==> config.mk <==
export PLATFORM = sky130hd
export DESIGN_NAME = instruction_fetch_unit_flat
export DESIGN_NICKNAME = d
export VERILOG_FILES = /design/src/rtl/instruction_fetch_unit_pkg.sv /design/src/rtl/instruction_fetch_unit_if.sv /design/src/rtl/instruction_fetch_unit_fetch_redirect_logic.sv /design/src/rtl/instruction_fetch_unit.sv /design/src/flat_wrapper.sv
export SDC_FILE = /design/constraint.sdc
export NUM_CORES = 1
export LEC_CHECK = 0
export BUFFER_PORTS_ARGS = -buffer_cell sky130_fd_sc_hd__buf_2
export CORE_UTILIZATION = 53
export CTS_CLUSTER_SIZE = 10
export DETAILED_ROUTE_END_ITERATION = 12
export GPL_TIMING_DRIVEN = 0
export MAX_ROUTING_LAYER = met4
export PLACE_DENSITY_LB_ADDON = 0.12
export SLEW_MARGIN = 0
export SYNTH_ARGS = -nofsm -noshare
export SYNTH_HDL_FRONTEND = slang
export SYNTH_HIERARCHICAL = 1
export SYNTH_SLANG_ARGS = --single-unit
export TNS_END_PERCENT = 30
==> constraint.sdc <==
create_clock -name clk -period 2.41 [get_ports clk]
set_input_delay 0.241 -clock clk [delete_from_list [all_inputs] [get_ports clk]]
set_output_delay 0.241 -clock clk [all_outputs]
set_load 0.1 [all_outputs]
==> src/rtl/instruction_fetch_unit_pkg.sv <==
// Shared pipeline definitions for the fetch front end: branch-select encodings,
// the NOP bubble word and the fetch state type.
package instruction_fetch_unit_pkg;

  localparam logic [1:0] BS_SEQ  = 2'd0;
  localparam logic [1:0] BS_COND = 2'd1;
  localparam logic [1:0] BS_JMR  = 2'd2;
  localparam logic [1:0] BS_JUMP = 2'd3;

  localparam logic [31:0] NOP_INSTR = 32'h0000_0000;

  typedef enum logic {
    StFetch,
    StHold
  } fetch_state_e;

endpackage

==> src/rtl/instruction_fetch_unit_if.sv <==
// Instruction-memory request/acknowledge bus between the fetch unit (master)
// and instruction memory (slave).
interface instruction_fetch_unit_if #(
  parameter int unsigned PC_W = 32
);

  logic            req;
  logic [PC_W-1:0] addr;
  logic [31:0]     rdata;
  logic            ack;

  modport master (
    output req,
    output addr,
    input  rdata,
    input  ack
  );

  modport slave (
    input  req,
    input  addr,
    output rdata,
    output ack
  );

endinterface

==> src/rtl/instruction_fetch_unit_fetch_redirect_logic.sv <==
// Branch/jump resolution from execute-stage results: decides whether the PC is
// redirected and where to.
module fetch_redirect_logic
  import instruction_fetch_unit_pkg::*;
#(
  parameter int unsigned PC_W = 32
) (
  input  logic [1:0]      ex_bs,
  input  logic            ex_ps,
  input  logic            ex_z,
  input  logic [PC_W-1:0] ex_br_addr,
  input  logic [PC_W-1:0] ex_reg_addr,
  output logic            taken,
  output logic [PC_W-1:0] target
);

  always_comb begin
    taken  = 1'b0;
    target = ex_br_addr;
    unique case (ex_bs)
      BS_COND: taken = ex_z ^ ex_ps;
      BS_JMR: begin
        taken  = 1'b1;
        target = ex_reg_addr;
      end
      BS_JUMP: taken = 1'b1;
      default: taken = 1'b0;
    endcase
  end

endmodule

==> src/rtl/instruction_fetch_unit.sv <==
// Fetch stage: owns the PC, fetches words over the imem handshake and loads the
// IR register, injecting one NOP bubble on every taken redirect.
module instruction_fetch_unit
  import instruction_fetch_unit_pkg::*;
#(
  parameter int unsigned    PC_W     = 32,
  parameter logic [PC_W-1:0] RESET_PC = '0
) (
  input  logic                       clk,
  input  logic                       rst,
  instruction_fetch_unit_if.master   imem,
  input  logic                       stall,
  input  logic [1:0]                 ex_bs,
  input  logic                       ex_ps,
  input  logic                       ex_z,
  input  logic [PC_W-1:0]            ex_br_addr,
  input  logic [PC_W-1:0]            ex_reg_addr,
  output logic [31:0]                ir,
  output logic                       ir_valid,
  output logic [PC_W-1:0]            ir_pc1
);

  localparam logic [PC_W-1:0] PcOne = PC_W'(1);

  fetch_state_e    r_state_q, r_state_d;
  logic [PC_W-1:0] r_pc_q, r_pc_d;
  logic [31:0]     r_ir_q, r_ir_d;
  logic            r_valid_q, r_valid_d;
  logic [PC_W-1:0] r_pc1_q, r_pc1_d;
  logic [31:0]     r_hold_q, r_hold_d;

  logic            w_taken;
  logic [PC_W-1:0] w_target;
  logic [PC_W-1:0] w_pc_inc;

  fetch_redirect_logic #(
    .PC_W (PC_W)
  ) u_redirect (
    .ex_bs       (ex_bs),
    .ex_ps       (ex_ps),
    .ex_z        (ex_z),
    .ex_br_addr  (ex_br_addr),
    .ex_reg_addr (ex_reg_addr),
    .taken       (w_taken),
    .target      (w_target)
  );

  assign w_pc_inc = r_pc_q + PcOne;

  // Request is gated by reset so it is low during the reset cycle itself.
  assign imem.req  = (r_state_q == StFetch) && !rst;
  assign imem.addr = r_pc_q;

  always_comb begin
    r_state_d = r_state_q;
    r_pc_d    = r_pc_q;
    r_ir_d    = r_ir_q;
    r_valid_d = r_valid_q;
    r_pc1_d   = r_pc1_q;
    r_hold_d  = r_hold_q;

    if (w_taken) begin
      // Redirect wins over stall, ack and any held word.
      r_pc_d    = w_target;
      r_ir_d    = NOP_INSTR;
      r_valid_d = 1'b0;
      r_state_d = StFetch;
    end else begin
      unique case (r_state_q)
        StFetch: begin
          if (imem.ack && !stall) begin
            r_ir_d    = imem.rdata;
            r_valid_d = 1'b1;
            r_pc1_d   = w_pc_inc;
            r_pc_d    = w_pc_inc;
          end else if (imem.ack && stall) begin
            r_hold_d  = imem.rdata;
            r_pc_d    = w_pc_inc;
            r_state_d = StHold;
          end else if (!stall) begin
            r_ir_d    = NOP_INSTR;
            r_valid_d = 1'b0;
          end
        end
        StHold: begin
          if (!stall) begin
            r_ir_d    = r_hold_q;
            r_valid_d = 1'b1;
            r_pc1_d   = r_pc_q;
            r_state_d = StFetch;
          end
        end
        default: r_state_d = StFetch;
      endcase
    end
  end

  always_ff @(posedge clk) begin
    if (rst) begin
      r_state_q <= StFetch;
      r_pc_q    <= RESET_PC;
      r_ir_q    <= NOP_INSTR;
      r_valid_q <= 1'b0;
      r_pc1_q   <= '0;
      r_hold_q  <= '0;
    end else begin
      r_state_q <= r_state_d;
      r_pc_q    <= r_pc_d;
      r_ir_q    <= r_ir_d;
      r_valid_q <= r_valid_d;
      r_pc1_q   <= r_pc1_d;
      r_hold_q  <= r_hold_d;
    end
  end

  assign ir       = r_ir_q;
  assign ir_valid = r_valid_q;
  assign ir_pc1   = r_pc1_q;

endmodule

==> src/flat_wrapper.sv <==
// flat-port wrapper written by rule: the top's interface ports become plain ports
module instruction_fetch_unit_flat import instruction_fetch_unit_pkg::*;
#(
  parameter int unsigned    PC_W     = 32,
  parameter logic [PC_W-1:0] RESET_PC = '0
)
  (clk, rst, stall, ex_bs, ex_ps, ex_z, ex_br_addr, ex_reg_addr, ir, ir_valid, ir_pc1, imem_req, imem_addr, imem_rdata, imem_ack);
  instruction_fetch_unit_if #(.PC_W(PC_W)) imem_i ();
  input  logic clk;
  input  logic rst;
  input  logic stall;
  input  logic [1:0] ex_bs;
  input  logic ex_ps;
  input  logic ex_z;
  input  logic [PC_W-1:0] ex_br_addr;
  input  logic [PC_W-1:0] ex_reg_addr;
  output logic [31:0] ir;
  output logic ir_valid;
  output logic [PC_W-1:0] ir_pc1;
  output wire logic [$bits(imem_i.req)-1:0] imem_req;
  output wire logic [$bits(imem_i.addr)-1:0] imem_addr;
  input wire logic [$bits(imem_i.rdata)-1:0] imem_rdata;
  input wire logic [$bits(imem_i.ack)-1:0] imem_ack;
  assign imem_req = imem_i.req;
  assign imem_addr = imem_i.addr;
  assign imem_i.rdata = imem_rdata;
  assign imem_i.ack = imem_ack;
  instruction_fetch_unit #(.PC_W(PC_W), .RESET_PC(RESET_PC)) u_core (.clk(clk), .rst(rst), .imem(imem_i), .stall(stall), .ex_bs(ex_bs), .ex_ps(ex_ps), .ex_z(ex_z), .ex_br_addr(ex_br_addr), .ex_reg_addr(ex_reg_addr), .ir(ir), .ir_valid(ir_valid), .ir_pc1(ir_pc1));
endmodule
==> impl_results.md <==
- Reg2Reg Setup Slack: 0.11 ns
- Post-Route WL: 20.8 mm
- Power density cells: 698 nW/um^2
- DR iter-0 viols: 430
- IO Pins: 202
- Initial antenna violation count: 0
- Avg WL per Cell: 16.5 um
- Critical path data arrival time: 2.10 ns
- Largest net degree at the start of global routing: 17
- Cell family with the largest share of critical-path delay: buffers and inverters
- Gr usage total: 0.311
- Fin. Hold Viols: 0
- Relative slew slack: 0.315
- Row cnt: 41
- Worst setup path class: reg2out
- ANT nets after route: 0
- Grt ovf: 0
- Outcome: completed
- Post-synth EDFFs: 0
- Delay of the slowest critical-path stage: about 0.43 ns
- Root buffer cell: clkbuf_16
- Cell variety after synth: 48
- Post-synth net total: 959
- PortBufs: between 150 and 200
- Avg Vias per Cell: 5.60
- Ys Warns: 6
- Die Wd: 117 um
- Top cells by area, synth: dfxtp_1 (37%), a21oi_1 (8.6%), nand2_1 (6.8%), mux2_4 (6.4%), xnor2_1 (5.5%)
- Clock-pin slew on the worst setup and hold paths: 0.06 ns
- Max layer used: met4
- Most used cell, CP: buf_2
- Post-DP Area: 8260 sq um
- TritonCTS Buffers: 17
- Diode count: 0
- CP startpoint kind: flop
- Vias: approximately 7,000
- Setup TNS: 0 ns
- Synthesis-stage register bit count: 130
- RR Startpoint: u_core/imem.addr[12]$_SDFFE_PP0P_
- Max cap viols: 0
- Critical path, cell by cell: clkbuf_4, buf_4, buf_2, nor2_2, buf_2
- Clock latency on the worst-skew pair: 0.42 ns
- Async SR Flop Fraction: 0
- Crit share post-route: 0.971
- Layout cell share with drive strength beyond 1: 0.299
- Die ar.: about 14,000 sq um
- Slew @ Worst Pin: 1.02 ns
- Area of the core: 12,800 sq um
- Clock sinks: 130
- Wl on met1: roughly 8.8 mm
- Hold_buf cts: 0
- Worst Skew: 0.00700 ns
- Synthesized instance count: 854
- Syn Area/Cell: roughly 8 sq um
- CP endpoint: imem_req
- Count leader, synth: dfxtp_1
- H-tree depth: 4
- Most used flip-flop cell after synthesis: dfxtp_1
- RSZ-0062 raised after global routing: false
- Worst VDD drop: around 0.49 mV
- Commonest cells in the netlist: dfxtp_1 (130), nand2_1 (126), a21oi_1 (120)
- PnR Total Power: 0.00619 W
- Hold Path Class: in2reg
- Post-synth top area share: 0.372
- CP max-delay cell: dfxtp_1
- Starting Density: 0.548
- Drt pass-1 iters: 5
- Register area share after synthesis: 0.372
- Remaining DRCs: 0
- Worst Path Required: 2.17 ns
- Leakage: ~3.5 nW
- CTS max path bufs: 2
- First-pass GRT wire length: 31.5 mm
- Area growth syn-to-layout: 26.5%
- WL met3: 1.41 mm
- Net count, final: around 1,200
- Max Fclk: between 400 and 500 MHz
- Setup violators final: 0
- R2R depth: 6
- Critical R2R Capture: u_core/ir_pc1[31]$_SDFFE_PP0P_
- Largest area contributor in the netlist: dfxtp_1
- WL met2: 9.95 mm
- CP Buf/Inv Count: 4
- Min Tclk post-route: between 2 and 2.5 ns
- Final Instance Area: 8860 sq um
- Hpwl dp: about 15 mm
- Critical path fanouts, max: 10
- Worst Setup SP: u_core/r_state_q$_SDFF_PP0_
- Levels on crit path: 5
- Die Y: 117 um
- Slew Limit Fails: 0
- Routability Congestion: 0.889
- CP Capture Type: primary output
- CTS tree: done
- Mapped Area: 7000 sq um
- Vias in the first global route: around 6,300
-- worst register-to-register path, cell delays in order, from the launching register on --
cell and delay [ns]:
dfxtp_2 0.32, clkbuf_1 0.29, nand4_1 0.48, or2_2 0.52
nor4_4 0.24, xnor2_1 0.21, a211oi_2 0.11
-- area by class of cell --
class                      count  area, sq um
multi-input combinational    628         4010
fill                        1109         3910
sequential                   130         2650
timing repair buffer         198          991
clock buffer                  27          524
buffer                        80          387
tap                          172          215
inverter                      16         60.1
clock inverter                 4         22.5
-- flip-flops by register name (all words and copies together) (netlist names) --
signal,flops
u_core/ir,32
u_core/imem.addr,32
u_core/ir_pc1,32
u_core/ir_valid,1
u_core/r_hold_q,32
u_core/r_state_q,1
-- metrics by stage --
step,std cells,util,setup slack [ns],hold WS [ns]
after detailed placement,1224,0.647,-0.234,0.447
final,1255,0.694,0.0693,0.0677
after global placement,1224,0.647,-0.597,0.443
after CTS,1255,0.692,0.0230,0.0613
after global routing,1255,0.694,0.00348,0.0789
after floorplan,854,-,-0.00489,0.377
-- cell usage in the layout, fill, tap and decap left out, types with 9 or more instances in the layout --
cell type	n
nor4_1	9
nand4_1	13
nand2_1	126
o21a_1	13
dfxtp_2	17
a211oi_1	25
mux2_4	30
nand3_1	16
buf_2	202
xor2_1	17
nor2_1	62
dfxtp_1	106
a21oi_1	120
clkbuf_1	69
inv_1	16
nand3b_1	34
nor3_1	48
xnor2_1	44
clkbuf_16	18
-- where the power goes --
group	switching [W]	internal [W]	leakage (nW)	total, W
Combinational	0.00107	0.000386	2.18	0.00145
Clock	0.000903	0.00147	0.268	0.00238
Sequential	0.0000979	0.00226	1.07	0.00235
Total	0.00207	0.00412	3.52	0.00619
-- timing repair --
item	4_1_cts	5_1_grt
gates resized for setup	9	7
endpoints found under the setup margin	42	13
buffers inserted	0	0
-- cell families after synthesis --
| logic type | share of synthesized area |
|---|---|
| adders and majority gates | 0.00179 |
| buffers and inverters | 0.0627 |
| muxes | 0.0775 |
| DFF | 0.372 |
| xor gates and xnor gates | 0.0763 |
| AOI/OAI and AO/OA | 0.150 |
| and+or+nand+nor | 0.260 |
-- per-layer routing --
| layer | up-vias | track usage |
|---|---|---|
| met5 | - | - |
| met4 | 0 | 0.132 |
| li1 | 3383 | - |
| met2 | 299 | 0.515 |
| met3 | 45 | 0.0525 |
| met1 | 3297 | 0.374 |
-- worst min-delay path by stage --
stage / end / slack (ns) / start / depth (start not counted)
final: u_core/r_hold_q[13]$_SDFFE_PP0P_ / 0.07 / imem_rdata[13] / 3
after global routing: u_core/r_hold_q[23]$_SDFFE_PP0P_ / 0.08 / imem_rdata[23] / 3
after CTS: u_core/r_hold_q[13]$_SDFFE_PP0P_ / 0.06 / imem_rdata[13] / 3
after detailed placement: u_core/r_hold_q[7]$_SDFFE_PP0P_ / 0.45 / u_core/r_hold_q[7]$_SDFFE_PP0P_ / 2
after global placement: u_core/r_hold_q[8]$_SDFFE_PP0P_ / 0.44 / u_core/r_hold_q[8]$_SDFFE_PP0P_ / 2
after floorplan: u_core/r_hold_q[0]$_SDFFE_PP0P_ / 0.38 / imem_rdata[0] / 2
Note: power is estimated with default switching activity, not from simulation.
